[src/rtl/video_pattern_gen.sv]
// Synthetic fvh/dv/pixel video source drawing a programmable FG rectangle on BG.
// Optional define NOISE_PIXEL_EN adds LFSR speckle to the background.
module video_pattern_gen #(
  parameter int         LINE_CLKS       = 1716,
  parameter int         H_ACT_START     = 244,
  parameter int         ACT_PIX         = 720,
  parameter int         DV_DIV          = 2,
  parameter int         LINES_PER_FIELD = 262,
  parameter int         V_ACT_START     = 20,
  parameter int         ACT_LINES       = 240,
  parameter logic [7:0] FG              = 8'hFF,
  parameter logic [7:0] BG              = 8'h00
) (
  input  logic        clk,
  input  logic        reset,
  input  logic        run,
  input  logic [10:0] cx,
  input  logic [9:0]  cy,
  input  logic [10:0] half_w,
  input  logic [9:0]  half_h,
  output logic [2:0]  fvh,
  output logic        dv,
  output logic [7:0]  pixel,
  output logic [7:0]  frame_cnt
);

  localparam int HW  = $clog2(LINE_CLKS);
  localparam int HW1 = HW + 1;
  localparam int LW  = $clog2(LINES_PER_FIELD);
  localparam int LW1 = LW + 1;
  localparam int PW  = (DV_DIV > 1) ? $clog2(DV_DIV) : 1;

  localparam logic [HW-1:0] H_LAST    = HW'(LINE_CLKS - 1);
  localparam logic [HW:0]   H_ACT_LO  = HW1'(H_ACT_START);
  localparam logic [HW:0]   H_ACT_HI  = HW1'(H_ACT_START + ACT_PIX * DV_DIV);
  localparam logic [LW-1:0] L_LAST    = LW'(LINES_PER_FIELD - 1);
  localparam logic [LW-1:0] V_LO      = LW'(V_ACT_START);
  localparam logic [LW:0]   V_ACT_LO  = LW1'(V_ACT_START);
  localparam logic [LW:0]   V_ACT_HI  = LW1'(V_ACT_START + ACT_LINES);
  localparam logic [PW-1:0] P_LAST    = PW'(DV_DIV - 1);
  localparam logic [11:0]   X_MAX     = 12'(ACT_PIX - 1);
  localparam logic [10:0]   Y_MAX     = 11'(2 * ACT_LINES - 2);

  typedef enum logic [1:0] {S_IDLE, S_RUN, S_STOPPING} state_t;

  state_t        r_state, w_state_nxt;
  logic [HW-1:0] r_h, w_h_nxt;
  logic [LW-1:0] r_line, w_line_nxt;
  logic          r_field, w_field_nxt;
  logic [PW-1:0] r_phase, w_phase_nxt;
  logic [10:0]   r_col, w_col_nxt;

  logic [11:0]   r_x_lo, r_x_hi;
  logic [10:0]   r_y_lo, r_y_hi;
  logic [2:0]    r_fvh;
  logic          r_dv;
  logic [7:0]    r_pixel;
  logic [7:0]    r_frame_cnt;

  logic          w_eol, w_last_clk, w_running_nxt;
  logic          w_sol_nxt, w_sof_nxt, w_act_nxt, w_dv_nxt, w_in_box;
  logic [10:0]   w_row_nxt;
  logic [11:0]   w_x_sum, w_x_lo_new, w_x_hi_new, w_x_lo, w_x_hi;
  logic [10:0]   w_y_sum, w_y_lo_new, w_y_hi_new, w_y_lo, w_y_hi;
  logic [7:0]    w_pix_nxt;

  assign w_eol      = (r_h == H_LAST);
  assign w_last_clk = w_eol && (r_line == L_LAST);

  // NOTE: every signal assigned in an always_comb gets a default first so no path infers a latch.
  always_comb begin
    w_state_nxt = r_state;
    unique case (r_state)
      S_IDLE:     if (run) w_state_nxt = S_RUN;
      S_RUN:      if (!run) w_state_nxt = w_last_clk ? S_IDLE : S_STOPPING;
      S_STOPPING: begin
        if (run)             w_state_nxt = S_RUN;
        else if (w_last_clk) w_state_nxt = S_IDLE;
      end
      default:    w_state_nxt = S_IDLE;
    endcase
  end

  // Counters restart from zero on IDLE exit; the pixel phase/column realign at H_ACT_START.
  always_comb begin
    w_h_nxt     = '0;
    w_line_nxt  = '0;
    w_field_nxt = 1'b0;
    w_phase_nxt = '0;
    w_col_nxt   = '0;
    if (r_state != S_IDLE && w_state_nxt != S_IDLE) begin
      w_h_nxt     = w_eol ? '0 : r_h + HW'(1);
      w_line_nxt  = r_line;
      w_field_nxt = r_field;
      if (w_eol) begin
        w_line_nxt = (r_line == L_LAST) ? '0 : r_line + LW'(1);
        if (r_line == L_LAST) w_field_nxt = ~r_field;
      end
      if ({1'b0, w_h_nxt} != H_ACT_LO) begin
        w_phase_nxt = (r_phase == P_LAST) ? '0 : r_phase + PW'(1);
        w_col_nxt   = r_col + 11'(r_phase == P_LAST);
      end
    end
  end

  assign w_running_nxt = (w_state_nxt != S_IDLE);
  assign w_sol_nxt     = w_running_nxt && (w_h_nxt == '0);
  assign w_sof_nxt     = w_sol_nxt && (w_line_nxt == '0);
  assign w_act_nxt     = w_running_nxt &&
                         ({1'b0, w_h_nxt} >= H_ACT_LO) && ({1'b0, w_h_nxt} < H_ACT_HI) &&
                         ({1'b0, w_line_nxt} >= V_ACT_LO) && ({1'b0, w_line_nxt} < V_ACT_HI);
  assign w_dv_nxt      = w_act_nxt && (w_phase_nxt == '0);
  assign w_row_nxt     = 11'({w_line_nxt - V_LO, 1'b0});

  // Sums are one bit wider than the operands so the clamp never sees a wrapped value.
  assign w_x_sum    = {1'b0, cx} + {1'b0, half_w};
  assign w_x_lo_new = (cx < half_w) ? '0 : {1'b0, cx - half_w};
  assign w_x_hi_new = (w_x_sum > X_MAX) ? X_MAX : w_x_sum;
  assign w_y_sum    = {1'b0, cy} + {1'b0, half_h};
  assign w_y_lo_new = (cy < half_h) ? '0 : {1'b0, cy - half_h};
  assign w_y_hi_new = (w_y_sum > Y_MAX) ? Y_MAX : w_y_sum;

  // Fresh bounds apply on the latching clock itself in case the active area starts at (0,0).
  assign w_x_lo = w_sof_nxt ? w_x_lo_new : r_x_lo;
  assign w_x_hi = w_sof_nxt ? w_x_hi_new : r_x_hi;
  assign w_y_lo = w_sof_nxt ? w_y_lo_new : r_y_lo;
  assign w_y_hi = w_sof_nxt ? w_y_hi_new : r_y_hi;

  assign w_in_box = ({1'b0, w_col_nxt} >= w_x_lo) && ({1'b0, w_col_nxt} <= w_x_hi) &&
                    (w_row_nxt >= w_y_lo) && (w_row_nxt <= w_y_hi);

`ifdef NOISE_PIXEL_EN
  logic [15:0] r_lfsr;

  always_ff @(posedge clk or posedge reset) begin
    if (reset)         r_lfsr <= 16'hACE1;
    else if (w_dv_nxt) r_lfsr <= {r_lfsr[14:0], r_lfsr[15] ^ r_lfsr[14] ^ r_lfsr[12] ^ r_lfsr[3]};
  end

  assign w_pix_nxt = (w_in_box || (r_lfsr[7:0] == 8'h00)) ? FG : BG;
`else
  assign w_pix_nxt = w_in_box ? FG : BG;
`endif

  // NOTE: sequential state uses non-blocking assignments so every register samples pre-edge values.
  always_ff @(posedge clk or posedge reset) begin
    if (reset) begin
      r_state     <= S_IDLE;
      r_h         <= '0;
      r_line      <= '0;
      r_field     <= 1'b0;
      r_phase     <= '0;
      r_col       <= '0;
      r_x_lo      <= '0;
      r_x_hi      <= '0;
      r_y_lo      <= '0;
      r_y_hi      <= '0;
      r_fvh       <= 3'b000;
      r_dv        <= 1'b0;
      r_pixel     <= 8'h00;
      r_frame_cnt <= 8'h00;
    end else begin
      r_state <= w_state_nxt;
      r_h     <= w_h_nxt;
      r_line  <= w_line_nxt;
      r_field <= w_field_nxt;
      r_phase <= w_phase_nxt;
      r_col   <= w_col_nxt;
      r_fvh   <= {w_field_nxt, w_sof_nxt, w_sol_nxt};
      r_dv    <= w_dv_nxt;
      if (w_dv_nxt) r_pixel <= w_pix_nxt;
      if (r_state != S_IDLE && w_last_clk) r_frame_cnt <= r_frame_cnt + 8'd1;
      if (w_sof_nxt) begin
        r_x_lo <= w_x_lo_new;
        r_x_hi <= w_x_hi_new;
        r_y_lo <= w_y_lo_new;
        r_y_hi <= w_y_hi_new;
      end
    end
  end

  assign fvh       = r_fvh;
  assign dv        = r_dv;
  assign pixel     = r_pixel;
  assign frame_cnt = r_frame_cnt;

endmodule

[config.mk]
export PLATFORM = sky130hd
export DESIGN_NAME = video_pattern_gen
export DESIGN_NICKNAME = d
export VERILOG_FILES = /design/src/rtl/video_pattern_gen.sv
export SDC_FILE = /design/constraint.sdc
export NUM_CORES = 1
export LEC_CHECK = 0
export ABC_AREA = 1
export ABC_CLOCK_PERIOD_IN_PS = 4650
export BUFFER_PORTS_ARGS = -buffer_cell sky130_fd_sc_hd__buf_4
export CAP_MARGIN = 20
export CELL_PAD_IN_SITES_DETAIL_PLACEMENT = 1
export CELL_PAD_IN_SITES_GLOBAL_PLACEMENT = 2
export CORE_MARGIN = 3
export CORE_UTILIZATION = 35
export DETAILED_ROUTE_END_ITERATION = 6
export PLACE_DENSITY = 0.86
export REMOVE_ABC_BUFFERS = 1
export SYNTH_ARGS = -nofsm -noshare
export SYNTH_HDL_FRONTEND = slang
export SYNTH_SLANG_ARGS = --single-unit
[constraint.sdc]
create_clock -name clk -period 4.65 [get_ports clk]
set_clock_uncertainty 0.05 [all_clocks]
set_input_delay 0.93 -clock clk [delete_from_list [all_inputs] [get_ports clk]]
set_output_delay 0.93 -clock clk [all_outputs]
set_load 0.005 [all_outputs]
==> results.cfg, run 1 <==
[yosys]
synth.top_cells.by_area = dfrtp_1 (30%), ha_1 (14%), nand2_1 (9.7%), inv_1 (9.5%), nand3_1 (4.6%)
synth.distinct_cells = 47
syn_area_um2 = 7890
synth_edf_count = 0
synth-main-ff-cell = dfrtp_1
synth-warning-count = 0
avgSynthCellArea_um2 = 7.19
synth_cells = 1097
yosys.area.top_type = dfrtp_1
synth_seq_cells = 93
yosysSeqAreaShare = 0.295
ys_async_sr_fraction = 1.00
synth_top_area_frac = 0.295

[cts]
cts.path.max_buffers = 2
htreeDepth = 3
cts-root-buf = clkbuf_16
cts_hold_buf = 0
cts_tree = yes
clk_latency_ns = 0.35
path_clk_slew_ns = 0.07
cts_buffers = 9
cts.sinks = 93

[sta]
finalSetupTns_ns = 0
finalCritPeriodShare = 0.905
relSlewSlack = 0.390
period_minus_slack_ns = 4.21
fin_ws_ns = 0.440
fmax_mhz = 238
slew_violations = 0
setup_viol = 0
worst_pin_slew_ns = 0.915
finalHoldViolCount = 0

[detailed_routing]
ant_nets = 0
drcViolationCount = 0
routedWlPerCell_um = 14.0
viasPerCell = 4.83
drt-initial-drc-count = 215
dr_total_vias = 7085
routed_wl_mm = 20.6
drt_pass1_iterations = 4

[floorplanning]
initial_utilization = 0.359
fp.coreArea_um2 = 22000
die_w_um = 156
die-area_um2 = 24400
top_level_ports = 65
die_h_um = 156
row_count = 54

[pwr]
ir_drop_mv = 0.137
leakage_uw = 0.00487
power.density_nw_per_um2 = 292
power.total_uw = 2710

[worst_setup_path]
end_kind = flop
max_stage_delay_ns = 0.41
crit_slowest_cell = dfrtp_2
worst-endpoint-required_ns = 4.83
crit_path_max_fanout = 6
cpMostUsedCell = nand2_1
worstSetupPathType = reg -> reg
startpoint_type = flop
cp.arrival_ns = 4.39

[placement]
io_buffers = 64
gp_congestion = 0.817
place_ws_ns = -0.00717
placed_area_um2 = 8850
hpwl_mm = 16.8

[finish]
final_cell_area_um2 = 9290
fin_util = 0.423
area_growth_pct = 17.7
antennaDiodeCount = 0
fillers = 2763
fin_nets = 1323
drive_above_1_share = 0.166

[flow_run]
maxCapViolations = 0

[grt]
grt-ovfl-total = 0
grt_pass1_vias = 7422
grt_usage = 0.175
antenna_found_initial = 0
grt_max_degree = 72
grt_pass1_wl_mm = 35.3

[run_status]
status = finished, final reports clean

[worst_hold_path]
hold_path_class = reg -> reg
[power breakdown]
| part | total [uW] | internal [uW] | switching (uW) | leakage [uW] |
|---|---|---|---|---|
| clock network | 826 | 502 | 325 | 0.000162 |
| registers | 951 | 917 | 33.9 | 0.00122 |
| logic | 933 | 359 | 574 | 0.00348 |
[metal layers]
metal	track usage	routed length, um
met3	0.0136	375
met5	0	0
met1	0.240	10100
met2	0.294	9740
met4	0.0529	369
[synth_stat cells, drive strengths merged, types with 6 or more instances]
| cell type | number |
|---|---|
| nor2 | 110 |
| xor2 | 26 |
| nand4 | 25 |
| nor4 | 6 |
| nor3 | 18 |
| inv | 222 |
| nand3b | 6 |
| o22ai | 7 |
| buf | 18 |
| clkbuf | 12 |
| a21oi | 51 |
| or2 | 7 |
| o21bai | 11 |
| xnor2 | 9 |
| o21ai | 69 |
| nand2 | 212 |
| nand3 | 72 |
| ha | 91 |
| dfrtp | 93 |
[stage by stage]
step / cells / hold WS, ns
6_report: 1468 / 0.420
5_1_grt: 1468 / 0.434
4_1_cts: 1465 / 0.424
3_5_place_dp: 1449 / 0.405
3_3_place_gp: 1449 / 0.396
2_1_floorplan: 1067 / 0.381
[cells by family after synthesis]
family / after synthesis / synth area share
AOI/OAI and AO/OA: 161 / 0.120
xor gates and xnor gates: 35 / 0.0389
adders and majority gates: 95 / 0.154
buffers and inverters: 254 / 0.130
DFF: 93 / 0.295
and+or+nand+nor: 459 / 0.262
[path summary, 6_finish.rpt]
path | from | end | slack, ns | cells past startpoint
setup / recovery | r_h[0] | pixel[6] | 0.44 | 34
hold / removal | r_phase | r_phase | 0.42 | 1
setup reg to reg | r_h[0] | pixel[6] | 0.44 | 34
hold reg to reg | r_phase | r_phase | 0.42 | 1
max in group asynchronous | reset | fvh[1] | 2.99 | 3
min in group asynchronous | reset | frame_cnt[3] | 0.72 | 2
[critical path: cells and delay by family (launching register included)]
| family | cells | cell delay (ns) |
|---|---|---|
| simple gates | 18 | 1.77 |
| compound gates | 5 | 0.61 |
| flops | 1 | 0.41 |
| fa+ha+maj | 3 | 0.58 |
| buf+inv | 8 | 0.67 |
[timing repair]
item                                    CTS  global route
endpoints found under the setup margin    0             1
resized for setup                         0            23
buffers inserted                          0             3
[layout make-up]
type	count	area, um^2	share of cell area
timing repair buffer	105	817	0.0880
clock inverter	5	81.3	0.00876
clock buffer	11	253	0.0272
multi-input combinational	750	4610	0.496
tap	280	350	0.0377
inverter	224	851	0.0916
sequential	93	2330	0.251
[sequential cells by signal, indices dropped and copies added, names as in the netlist, 8 cells and up]
signal,count
frame_cnt,8
r_col,11
r_h,11
r_line,9
r_x_hi,12
r_x_lo,12
r_y_hi,11
r_y_lo,11
[layout by cell type, fill, tap and decap left out, types with 3 or more instances in the layout]
cell | Yosys | final
buf_4 | 13 | 102
a31oi_1 | 5 | 4
nand3b_1 | 6 | 6
nand2_1 | 204 | 203
nor2_1 | 93 | 93
o22ai_1 | 4 | 4
a21oi_1 | 49 | 48
inv_1 | 199 | 197
xnor2_1 | 9 | 9
nor3_1 | 18 | 18
a21oi_2 | 2 | 3
o21ai_2 | 3 | 5
o31ai_1 | 4 | 3
o211ai_1 | 3 | 3
o21ai_0 | 32 | 28
nor2_4 | 5 | 7
nor4_1 | 6 | 6
xor2_1 | 26 | 26
inv_2 | 22 | 23
nand2_4 | 3 | 4
dfrtp_1 | 93 | 92
a211oi_1 | 3 | 3
clkbuf_16 | 0 | 9
o21ai_1 | 34 | 36
fa_1 | 4 | 4
ha_1 | 91 | 90
nand2_2 | 5 | 5
or2_2 | 7 | 7
nor2_2 | 12 | 10
nand4_1 | 25 | 25
o21bai_1 | 11 | 11
nand3_1 | 72 | 70
Note: power is estimated with default switching activity, not from simulation.
==> inputs of run 2 (changes only) <==
ABC_CLOCK_PERIOD_IN_PS = 5200   (was 4650)
CORE_UTILIZATION = 38   (was 35)
GPL_TIMING_DRIVEN = 0   (was default)
PLACE_DENSITY = 0.92   (was 0.86)
clock period = 5.2 ns   (was 4.65 ns; I/O delays follow)
==> results.cfg, run 2 (synthesized netlist as in run 1, its figures left out) <==
[run_status]
status = finished, final reports clean

[grt]
grt_max_degree = 67
grt_pass1_wl_mm = 35.0
grt-ovfl-total = 0
grt_pass1_vias = 7388
grt_usage = 0.189
antenna_found_initial = 0

[worst_setup_path]
cp.arrival_ns = 4.86
end_kind = flop
worst-endpoint-required_ns = 5.39
ff2ff_setup_slack_ns = 0.53
crit_slowest_cell = dfrtp_1
max_stage_delay_ns = 0.39
startpoint_type = flop
crit_path_max_fanout = 16
r2r-end = pixel[6]
cpMostUsedCell = nand2_1
worstSetupPathType = reg -> reg
reg2reg_from = r_h[0]
r2r_cells = 32

[floorplanning]
die-area_um2 = 22500
die_h_um = 150
row_count = 52
die_w_um = 150
initial_utilization = 0.389
fp.coreArea_um2 = 20300
top_level_ports = 65

[detailed_routing]
wl_met1_mm = 9.94
drt-initial-drc-count = 181
viasPerCell = 4.93
wl_met3_um = 379
routed_wl_mm = 20.1
ant_nets = 0
routedWlPerCell_um = 14.1
dr_total_vias = 7001
met2_length_mm = 9.47
drt_pass1_iterations = 4
highest-signal-layer = met4
drcViolationCount = 0

[worst_hold_path]
hold_path_class = reg -> reg
whs_endpoint = frame_cnt[7]
hp-start = frame_cnt[7]
hold_depth = 1

[cts]
cts-root-buf = clkbuf_16
cts_buffers = 9
path_clk_slew_ns = 0.07
cts_tree = yes
cts_hold_buf = 0
htreeDepth = 3
clk_latency_ns = 0.35
cts.path.max_buffers = 2
cts.sinks = 93

[placement]
place_ws_ns = -0.414
io_buffers = 64
placed_area_um2 = 8560
dp_cells = 1402
hpwl_mm = 16.0
gp_congestion = 0.820

[finish]
largest_registers = r_x_hi x12, r_x_lo x12
fin_nets = 1286
antennaDiodeCount = 0
final_cells = 1421
final_common_cell = nand2_1
final_cell_area_um2 = 8970
drive_above_1_share = 0.134
final_cell_mix = nand2_1 (204), inv_1 (198), dfrtp_1 (93)
area_growth_pct = 13.7

[sta]
relSlewSlack = 0.674
timing.hold.ws_ns = 0.422
finalCritPeriodShare = 0.897
finalHoldViolCount = 0
period_minus_slack_ns = 4.67
fmax_mhz = 214
finalSetupTns_ns = 0
setup_viol = 0
slew_violations = 0
fin_ws_ns = 0.534
worst_pin_slew_ns = 0.488
rsz0062_at_grt = no

[pwr]
ir_drop_mv = 0.112
power.density_nw_per_um2 = 264
leakage_uw = 0.00468

[flow_run]
maxCapViolations = 0
-- run 2: worst max path at each step --
stage / startpoint / to / cells past startpoint
2_1_floorplan: run / pixel[6] / 29
5_1_grt: r_h[0] / pixel[6] / 34
3_3_place_gp: r_h[0] / pixel[6] / 34
3_5_place_dp: r_h[0] / pixel[6] / 34
6_report: r_h[0] / pixel[6] / 32
4_1_cts: r_h[0] / pixel[6] / 34
-- run 2: where the power goes --
group,internal [uW],switching [uW]
combinational,273,496
clock,449,303
sequential,820,30.1
total,1540,828
-- run 2: worst max-delay path, delay by kind of cell, from the launching register on --
family | cells | cell delay (ns)
AND/OR/NAND/NOR | 19 | 2.07
AO/OA/AOI/OAI | 6 | 0.99
adder cells (fa/ha/maj) | 3 | 0.70
buffers and inverters | 4 | 0.35
flip-flops | 1 | 0.39
-- run 2: metal layers --
| metal | vias to the layer above | GRT usage |
|---|---|---|
| met2 | 79 | 0.321 |
| met1 | 3310 | 0.258 |
| li1 | 3596 | - |
| met4 | 0 | 0.0526 |
| met5 | - | 0 |
| met3 | 16 | 0.0139 |
-- run 2: cell type report --
type	instances	area [um^2]
Sequential cell	93	2330
Clock inverter	5	81.3
Timing Repair Buffer	68	531
Fill cell	2608	11300
Tap cell	270	338
Clock buffer	11	253
Inverter	224	870
Multi-Input combinational cell	750	4570
-- run 2: timing repair --
| action | in CTS | in global routing |
|---|---|---|
| setup endpoints to repair | 1 | 1 |
| gates resized for setup | 4 | 8 |
| pin swaps | 0 | 2 |
| setup buffers | 0 | 3 |
-- run 2: stage by stage --
stage | power [uW] | utilization
2_1_floorplan | 1400 | -
3_3_place_gp | 1590 | 0.420
3_5_place_dp | 1630 | 0.421
4_1_cts | 2400 | 0.439
5_1_grt | 2550 | 0.442
6_report | 2370 | 0.442
